File: src/rtl/dmem_port_if.sv
// Requester-side bus for one data-memory port: request/command fields driven by
// the requester, grant and read return driven by the arbiter.
interface dmem_port_if #(
    parameter int ADDR_W = 32
);
    logic              REQ;
    logic              WE;
    logic [3:0]        BE;
    logic [ADDR_W-1:0] ADDR;
    logic [31:0]       WDATA;
    logic              GNT;
    logic              RVALID;
    logic [31:0]       RDATA;

    modport master (
        output REQ, WE, BE, ADDR, WDATA,
        input  GNT, RVALID, RDATA
    );

    modport slave (
        input  REQ, WE, BE, ADDR, WDATA,
        output GNT, RVALID, RDATA
    );
endinterface

File: src/rtl/dmem_port_arbiter.sv
// Two-port arbiter in front of a single-port data memory: one access per cycle,
// burst-limited ownership, and 1-cycle-late read data routed back to its owner.
module dmem_port_arbiter #(
    parameter int ADDR_W    = 32,
    parameter int BURST_MAX = 4
) (
    input  logic              CLK,
    input  logic              RST,
    dmem_port_if.slave        M0,
    dmem_port_if.slave        M1,
    output logic              MEM_EN,
    output logic [3:0]        MEM_WE,
    output logic [ADDR_W-1:0] MEM_ADDR,
    output logic [31:0]       MEM_WDATA,
    input  logic [31:0]       MEM_RDATA
);

    localparam int RUN_W = $clog2(BURST_MAX + 1);
    localparam logic [RUN_W-1:0] RUN_MAX = RUN_W'(BURST_MAX);

    logic [1:0]        req;
    logic [1:0]        we;
    logic [3:0]        be    [2];
    logic [ADDR_W-1:0] addr  [2];
    logic [31:0]       wdata [2];

    assign req      = {M1.REQ, M0.REQ};
    assign we       = {M1.WE, M0.WE};
    assign be[0]    = M0.BE;
    assign be[1]    = M1.BE;
    assign addr[0]  = M0.ADDR;
    assign addr[1]  = M1.ADDR;
    assign wdata[0] = M0.WDATA;
    assign wdata[1] = M1.WDATA;

    logic             last_reg, last_next;
    logic [RUN_W-1:0] run_reg, run_next;
    logic             rd_pend_reg, rd_pend_next;
    logic             rd_owner_reg, rd_owner_next;
    logic [1:0]       req_wait_reg;

    logic [1:0] gnt;
    logic       any_gnt;
    logic       gnt_port;
    logic       burst_open;

    // RUN==0 means nobody holds a streak, so a tie goes to the port that was not
    // served last; this is what lets port 0 win the first tie out of reset.
    assign burst_open = (run_reg != '0) && (run_reg < RUN_MAX);

    generate
        for (genvar gi = 0; gi < 2; gi++) begin : g_port
            // Under contention: keep the current owner while its burst is open,
            // otherwise hand over to the other port.
            assign gnt[gi] = !RST && req[gi] &&
                             (!req[1-gi] || ((last_reg == 1'(gi)) == burst_open));

            // A requester must keep REQ up until it has been granted.
            assert property (@(posedge CLK) !(!RST && req_wait_reg[gi] && !req[gi]));
        end
    endgenerate

    assign any_gnt  = |gnt;
    assign gnt_port = gnt[1];

    always_comb begin
        MEM_EN    = any_gnt;
        MEM_ADDR  = addr[gnt_port];
        MEM_WDATA = wdata[gnt_port];
        MEM_WE    = (any_gnt && we[gnt_port]) ? be[gnt_port] : 4'b0000;
    end

    always_comb begin
        last_next     = last_reg;
        run_next      = run_reg;
        rd_pend_next  = 1'b0;
        rd_owner_next = rd_owner_reg;
        if (any_gnt) begin
            if (gnt_port == last_reg) begin
                run_next = (run_reg == RUN_MAX) ? run_reg : run_reg + 1'b1;
            end else begin
                last_next = gnt_port;
                run_next  = RUN_W'(1);
            end
            if (!we[gnt_port]) begin
                rd_pend_next  = 1'b1;
                rd_owner_next = gnt_port;
            end
        end else begin
            run_next = '0;
        end
    end

    always_ff @(posedge CLK) begin
        if (RST) begin
            last_reg     <= 1'b1;
            run_reg      <= '0;
            rd_pend_reg  <= 1'b0;
            rd_owner_reg <= 1'b0;
            req_wait_reg <= 2'b00;
        end else begin
            last_reg     <= last_next;
            run_reg      <= run_next;
            rd_pend_reg  <= rd_pend_next;
            rd_owner_reg <= rd_owner_next;
            req_wait_reg <= req & ~gnt;
        end
    end

    assign M0.GNT    = gnt[0];
    assign M1.GNT    = gnt[1];
    assign M0.RVALID = !RST && rd_pend_reg && !rd_owner_reg;
    assign M1.RVALID = !RST && rd_pend_reg && rd_owner_reg;
    assign M0.RDATA  = MEM_RDATA;
    assign M1.RDATA  = MEM_RDATA;

endmodule

File: src/flat_wrapper.sv
// flat-port wrapper written by rule: the top's interface ports become plain ports
module dmem_port_arbiter_flat 
#(
    parameter int ADDR_W    = 32,
    parameter int BURST_MAX = 4
)
  (CLK, RST, MEM_EN, MEM_WE, MEM_ADDR, MEM_WDATA, MEM_RDATA, M0_REQ, M0_WE, M0_BE, M0_ADDR, M0_WDATA, M0_GNT, M0_RVALID, M0_RDATA, M1_REQ, M1_WE, M1_BE, M1_ADDR, M1_WDATA, M1_GNT, M1_RVALID, M1_RDATA);
  dmem_port_if #(.ADDR_W(ADDR_W)) M0_i ();
  dmem_port_if #(.ADDR_W(ADDR_W)) M1_i ();
  input  logic CLK;
  input  logic RST;
  output logic MEM_EN;
  output logic [3:0] MEM_WE;
  output logic [ADDR_W-1:0] MEM_ADDR;
  output logic [31:0] MEM_WDATA;
  input  logic [31:0] MEM_RDATA;
  input wire logic [$bits(M0_i.REQ)-1:0] M0_REQ;
  input wire logic [$bits(M0_i.WE)-1:0] M0_WE;
  input wire logic [$bits(M0_i.BE)-1:0] M0_BE;
  input wire logic [$bits(M0_i.ADDR)-1:0] M0_ADDR;
  input wire logic [$bits(M0_i.WDATA)-1:0] M0_WDATA;
  output wire logic [$bits(M0_i.GNT)-1:0] M0_GNT;
  output wire logic [$bits(M0_i.RVALID)-1:0] M0_RVALID;
  output wire logic [$bits(M0_i.RDATA)-1:0] M0_RDATA;
  input wire logic [$bits(M1_i.REQ)-1:0] M1_REQ;
  input wire logic [$bits(M1_i.WE)-1:0] M1_WE;
  input wire logic [$bits(M1_i.BE)-1:0] M1_BE;
  input wire logic [$bits(M1_i.ADDR)-1:0] M1_ADDR;
  input wire logic [$bits(M1_i.WDATA)-1:0] M1_WDATA;
  output wire logic [$bits(M1_i.GNT)-1:0] M1_GNT;
  output wire logic [$bits(M1_i.RVALID)-1:0] M1_RVALID;
  output wire logic [$bits(M1_i.RDATA)-1:0] M1_RDATA;
  assign M0_i.REQ = M0_REQ;
  assign M0_i.WE = M0_WE;
  assign M0_i.BE = M0_BE;
  assign M0_i.ADDR = M0_ADDR;
  assign M0_i.WDATA = M0_WDATA;
  assign M0_GNT = M0_i.GNT;
  assign M0_RVALID = M0_i.RVALID;
  assign M0_RDATA = M0_i.RDATA;
  assign M1_i.REQ = M1_REQ;
  assign M1_i.WE = M1_WE;
  assign M1_i.BE = M1_BE;
  assign M1_i.ADDR = M1_ADDR;
  assign M1_i.WDATA = M1_WDATA;
  assign M1_GNT = M1_i.GNT;
  assign M1_RVALID = M1_i.RVALID;
  assign M1_RDATA = M1_i.RDATA;
  dmem_port_arbiter #(.ADDR_W(ADDR_W), .BURST_MAX(BURST_MAX)) u_core (.CLK(CLK), .RST(RST), .M0(M0_i), .M1(M1_i), .MEM_EN(MEM_EN), .MEM_WE(MEM_WE), .MEM_ADDR(MEM_ADDR), .MEM_WDATA(MEM_WDATA), .MEM_RDATA(MEM_RDATA));
endmodule
File: config.mk
export PLATFORM = sky130hd
export DESIGN_NAME = dmem_port_arbiter_flat
export DESIGN_NICKNAME = d
export VERILOG_FILES = /design/src/rtl/dmem_port_if.sv /design/src/rtl/dmem_port_arbiter.sv /design/src/flat_wrapper.sv
export SDC_FILE = /design/constraint.sdc
export NUM_CORES = 1
export LEC_CHECK = 0
export ABC_CLOCK_PERIOD_IN_PS = 2600
export BUFFER_PORTS_ARGS = -buffer_cell sky130_fd_sc_hd__buf_2
export CAP_MARGIN = 40
export CORE_AREA = 2 2 121 123
export CTS_CLUSTER_DIAMETER = 80
export CTS_CLUSTER_SIZE = 25
export DETAILED_ROUTE_END_ITERATION = 8
export DIE_AREA = 0 0 123 125
export SLEW_MARGIN = 20
export SYNTH_ARGS = -nofsm -noshare
export SYNTH_HDL_FRONTEND = slang
export SYNTH_SLANG_ARGS = --single-unit
File: constraint.sdc
create_clock -name CLK -period 2.6 [get_ports CLK]
set_clock_uncertainty 0.05 [all_clocks]
set_input_delay 0.52 -clock CLK [delete_from_list [all_inputs] [get_ports CLK]]
set_output_delay 0.52 -clock CLK [all_outputs]
set_load 0.02 [all_outputs]
==> run_results.csv, run 1 <==
group,metric,value,unit
critical_path,r2r-start,"u_core.run_reg[0]",
placement,dp.cells,532,
logic_synthesis,syn_avg_cell_area,9.02,µm²
routing,wire_per_inst,15.3,µm
pwr,p_sw_share,37.2,%
floorplanning,dieArea,15400,µm²
critical_path,rrSetupSlack,830,ps
floorplanning,core,14200,µm²
sta,maxSlewHeadroom,79.2,%
critical_path,path_buf_inv,3,
routing,totalWireLength,8.26,mm
final_layout,antenna_cells,0,
sta,worst_slew_pin_slew,309,ps
pwr,clock_power_share,25.1,%
run,drv_cap,0,
floorplanning,die_h,125,µm
grt,antenna_found_initial,2,
critical_path,cp_top_family,"simple AND/OR/NAND/NOR gates",
logic_synthesis,synth.yosys.seq_area_share,6.72,%
grt,overflow,0,
final_layout,areaGrowthSynthToFinish,68.6,%
sta,setup_viol,68,
critical_path,critPathLaunch,"u_core.run_reg[0]",
grt,grt_pass1_vias,1909,
critical_path,cpMaxStageDelayCell,"or4b_4",
routing,vias,1977,
cts,cts_made_buffers,3,
pwr,switchingPower,373,µW
floorplanning,ios,311,
sta,report.final.slew_viol_count,0,
sta,fin_hold_ws,450,ps
worst_hold_path,min_to,"u_core.rd_owner_reg",
status,violations,"negative setup slack",
pwr,irDropWorstVdd,0.000124,V
critical_path,critPathMaxStageDelay,490,ps
sta,rsz0062_at_grt,"yes",
routing,ant_nets,0,
floorplanning,die_w,123,µm
placement,hpwl,6.97,mm
sta,fin_crit,2790,ps
floorplanning,initial_core_util,12.6,%
pwr,p_seq_share,10.3,%
sta,period_share,107,%
pwr,leakagePower,1.62,nW
cts,clk_path_buf_depth,2,
worst_hold_path,hold_class,"reg -> reg",
grt,grt_pass1_wl,11.0,mm
logic_synthesis,synth-seq-cells,6,
critical_path,crit_arrival,2220,ps
critical_path,start_kind,"flop",
worst_hold_path,hp-start,"u_core.rd_owner_reg",
status,status,"finished with violations",
pwr,powerDensity,333,nW/µm²
placement,place_ws,8.98,ps
cts,hold_buffers,0,
final_layout,largest_reg_flops,3,
final_layout,final_cells,541,
routing,drc,0,
critical_path,r2r-end,"u_core.rd_pend_reg",
routing,avgViaCountPerCell,3.65,
placement,placed_area,2620,µm²
cts,cts_root_buffer,"clkbuf_16",
logic_synthesis,syn_inst,198,
logic_synthesis,yosysWarnings,0,
logic_synthesis,synth.distinct_cells,29,
pwr,internal-power,631,µW
sta,max_freq,358,MHz
cts,cts_tree,"done",
critical_path,end_kind,"primary output",
final_layout,finalNetCount,535,
cts,clk_latency,230,ps
grt,grt_max_degree,26,
routing,dr.pass1.iters,4,
critical_path,r2r_cells,6,
logic_synthesis,synthesis.nets,374,
critical_path,cp_data_required_time,2030,ps
cts,clk_pin_slew,30,ps
final_layout,finalInstanceArea,3010,µm²
sta,hold_viol_final,0,
pwr,combPwrFrac,64.6,%
routing,first_iter_violations,32,
cts,cts_max_level,1,
grt,track_usage,9.58,%
cts,cts.sinks,6,
critical_path,cp_max_fo,25,
logic_synthesis,synthesis.area,1790,µm²
critical_path,crit_type,"reg -> out",
final_layout,drive_above_1_share,86.6,%
placement,gp_congestion,0.796,
floorplanning,fp-row-count,44,
placement,portBuffers,214,
critical_path,path_cells,"inv_2 > ha_4 > or4b_4 > nand4b_4 > buf_12 > mux2_2 > buf_2",
worst_hold_path,hold_depth,2,
sta,fin_ws,-192,ps
[final cells by class]
class,count,area [µm²]
Inverter,6,22.5
Tap cell,184,230
Clock buffer,3,75.1
Fill cell,1578,11200
Timing Repair Buffer,231,1410
Multi-Input combinational cell,111,1150
Sequential cell,6,123
[cell usage in the layout, fill, tap and decap left out, types with 2 or more instances in the layout]
master     netlist  final
buf_4           64     16
nor3b_1          2      2
a311oi_1         3      3
a21oi_1          3      3
mux2_4           0     19
dfxtp_1          6      4
mux2_2          65     46
buf_2            2    188
inv_2            0      2
buf_6            7     22
inv_1            6      4
o21ai_0          2      2
mux2i_1          6      6
buf_12           0      3
nand3_1          5      5
clkbuf_16        0      3
nand2_1          7      7
dfxtp_2          0      2
nor3_1           2      2
nor2_1           2      2
[worst max-delay path by stage]
stage | depth (start not counted) | end
after floorplan | 6 | MEM_WE[0]
after global placement | 6 | MEM_ADDR[16]
after detailed placement | 6 | MEM_ADDR[16]
after CTS | 7 | MEM_ADDR[1]
after global routing | 7 | MEM_WDATA[9]
final | 7 | MEM_WDATA[9]
[through the flow]
stage          utilization [%]  setup TNS [ps]  power, mW
6_report                  21.2           -8800       1.00
5_1_grt                   21.2          -14210       1.06
3_5_place_dp              18.4               0      0.665
2_1_floorplan                -               0      0.563
3_3_place_gp              18.4               0      0.665
4_1_cts                   20.8          -10500      0.996
[power by group through the flow]
stage	clock [mW]	sequential (mW)	combinational, mW
floorplan	0	0.105	0.458
global placement	0	0.104	0.561
detailed placement	0	0.104	0.561
CTS	0.257	0.103	0.636
global route	0.263	0.105	0.691
finish	0.252	0.103	0.649
[what timing repair did]
action                                 CTS  global route
resized for setup                       49            31
endpoints found under the hold margin    0             0
buffers inserted                         4             1
setup endpoints to repair               68            68
cloned                                   2             0
[per-layer routing]
metal | wire length [µm] | share of wire, % | GRT usage (%) | vias up
met3 | 936 | 11 | 2.65 | 22
met5 | 27 | 0.33 | 0 | -
met2 | 3970 | 48 | 17.3 | 139
met4 | 89 | 1.1 | 2.81 | 4
li1 | - | - | - | 949
met1 | 3230 | 39 | 10.9 | 863
[logic make-up (layout without fill, tap and decap cells)]
group                    Yosys count  after routing  share of synthesized area (%)
buffers and inverters             81            240                           33.5
flip-flops                         6              6                           6.72
AO/OA/AOI/OAI                     14             14                           5.67
multiplexers                      71             71                           44.3
adder cells (fa/ha/maj)            2              2                           1.40
AND/OR/NAND/NOR                   24             24                           8.33
[worst register-to-register path, stage by stage (launching register included)]
cell and delay, ps:
dfxtp_2 330, inv_2 50, ha_4 160, or4b_4 490, nand4b_4 190, buf_12 220
mux2i_1 200
[synthesized netlist by cell type]
cell type	instances	share of area, %
nand4b_4	1	1.3
or3_1	1	0.35
o31ai_1	1	0.42
nand3_1	5	1.4
nor3_1	2	0.56
o21bai_1	1	0.42
nand2b_1	1	0.35
o21ba_2	1	0.56
dfxtp_1	6	6.7
or2_2	1	0.35
mux2_2	65	41
nor2_1	2	0.42
o211ai_1	1	0.42
buf_4	64	27
o21ai_0	2	0.56
a311oi_1	3	1.5
nor3b_1	2	0.84
clkbuf_1	2	0.42
o32ai_1	1	0.49
inv_1	6	1.3
ha_1	2	1.4
buf_6	7	4.4
buf_2	2	0.56
a211o_1	1	0.49
or3b_2	1	0.49
nand2_1	7	1.5
mux2i_1	6	3.4
or4b_4	1	0.77
a21oi_1	3	0.84
No activity file was read; power rests on OpenSTA's default activity.
==> inputs of run 2 (changes only) <==
BUFFER_PORTS_ARGS = -buffer_cell sky130_fd_sc_hd__buf_4   (was -buffer_cell sky130_fd_sc_hd__buf_2)
TNS_END_PERCENT = 5   (was unset)
==> run_results.csv, run 2 (synthesized netlist as in run 1, its figures left out) <==
group,metric,value,unit
status,status,"finished with violations",
status,violations,"negative setup slack",
routing,ant_nets,0,
routing,totalWireLength,9.71,mm
critical_path,crit_type,"reg -> out",
placement,gp_congestion,0.786,
grt,grt_pass1_vias,2265,
sta,hold_viol_final,0,
grt,grt_pass1_wl,12.6,mm
floorplanning,die_h,125,µm
worst_hold_path,hold_class,"reg -> reg",
placement,portBuffers,214,
pwr,clock_power_share,20.8,%
critical_path,crit_arrival,2240,ps
final_layout,finalNetCount,542,
sta,fin_ws,-215,ps
floorplanning,fp-row-count,44,
routing,dr.pass1.iters,4,
sta,worst_slew_pin_slew,377,ps
sta,period_share,108,%
cts,cts_made_buffers,3,
cts,clk_latency,230,ps
routing,wire_per_inst,17.7,µm
critical_path,start_kind,"flop",
cts,clk_pin_slew,30,ps
final_layout,fill_cells,1477,
pwr,p_seq_share,8.5,%
routing,vias,2113,
sta,rsz0062_at_grt,"yes",
sta,fin_crit,2810,ps
grt,grt_max_degree,13,
sta,report.final.slew_viol_count,0,
cts,hold_buffers,0,
pwr,p_sw_share,33.9,%
cts,cts.sinks,6,
pwr,internal-power,801,µW
grt,overflow,0,
pwr,powerDensity,314,nW/µm²
grt,antenna_found_initial,0,
cts,cts_max_level,1,
floorplanning,die_w,123,µm
final_layout,fin_util,27.2,%
cts,cts_root_buffer,"clkbuf_16",
pwr,combPwrFrac,70.7,%
sta,maxSlewHeadroom,74.8,%
critical_path,cp_data_required_time,2030,ps
final_layout,final_common_cell,"buf_4",
critical_path,end_kind,"primary output",
final_layout,drive_above_1_share,87.1,%
cts,cts_tree,"done",
pwr,leakagePower,2.04,nW
critical_path,cp_max_fo,6,
final_layout,areaGrowthSynthToFinish,116,%
final_layout,final_cell_mix,"167 x buf_4, 61 x buf_6, 51 x mux2_4",
pwr,fin_total_pwr,1.21,mW
floorplanning,initial_core_util,12.6,%
sta,setup_viol,68,
pwr,switchingPower,412,µW
cts,clk_path_buf_depth,2,
placement,hpwl,7.51,mm
grt,track_usage,10.8,%
sta,max_freq,355,MHz
routing,first_iter_violations,42,
floorplanning,ios,311,
routing,drc,0,
final_layout,antenna_cells,0,
final_layout,largest_reg_flops,3,
floorplanning,core,14200,µm²
floorplanning,dieArea,15400,µm²
routing,avgViaCountPerCell,3.86,
pwr,irDropWorstVdd,0.000139,V
run,drv_cap,0,
## run 2: power groups by stage
| stage | Sequential, mW | Combinational, mW | Clock [mW] |
|---|---|---|---|
| 3_3_place_gp | 0.103 | 0.677 | 0 |
| 6_report | 0.104 | 0.857 | 0.252 |
| 3_5_place_dp | 0.104 | 0.683 | 0 |
| 2_1_floorplan | 0.105 | 0.458 | 0 |
| 4_1_cts | 0.103 | 0.816 | 0.256 |
| 5_1_grt | 0.104 | 0.898 | 0.263 |
## run 2: routing by layer
metal / vias to the layer above / share of wire, % / track usage, %
li1: 964 / - / -
met1: 960 / 36 / 11.6
met2: 156 / 50 / 19.8
met3: 33 / 11 / 2.51
met4: 0 / 3.6 / 4.95
met5: - / 0 / 0
## run 2: path summary, 6_finish.rpt
kind,cells past startpoint,startpoint,to,slack [ps]
min,2,u_core.rd_owner_reg,u_core.rd_owner_reg,460
max reg2reg,7,u_core.run_reg[0],u_core.rd_pend_reg,770
max,8,u_core.run_reg[0],MEM_WDATA[3],-210
min reg2reg,2,u_core.rd_owner_reg,u_core.rd_owner_reg,460
## run 2: stage by stage
| stage | TNS (ps) | instances | setup WS (ps) | hold WS (ps) | area, µm² |
|---|---|---|---|---|---|
| after floorplan | 0 | 198 | 170 | 420 | 1790 |
| after global placement | -16.9 | 536 | -5.16 | 438 | 3170 |
| after detailed placement | -387 | 536 | -49.1 | 455 | 3170 |
| after CTS | -9980 | 548 | -208 | 461 | 3720 |
| after global routing | -15530 | 548 | -265 | 466 | 3870 |
| final | -11790 | 548 | -215 | 458 | 3870 |
## run 2: timing repair
item / 4_1_cts / 5_1_grt
endpoints found under the hold margin: 0 / 0
gates resized for setup: 91 / 41
pin swaps: 3 / 4
endpoints found under the setup margin: 68 / 69
gates cloned: 2 / 1
buffers inserted: 7 / 1
## run 2: worst max-delay path: stages (launching register included)
cell and delay [ps]:
dfxtp_2 330, inv_2 50, ha_4 160, or4b_4 540, nand4b_4 160, buf_12 150, buf_8 130, mux2_2 350
buf_6 140
## run 2: layout make-up
class | count | area [µm²] | area share (%)
Clock buffer | 3 | 75.1 | 1.94
Timing Repair Buffer | 238 | 2140 | 55.4
Multi-Input combinational cell | 111 | 1270 | 33.0
Sequential cell | 6 | 123 | 3.17
Inverter | 6 | 22.5 | 0.583
Tap cell | 184 | 230 | 5.95
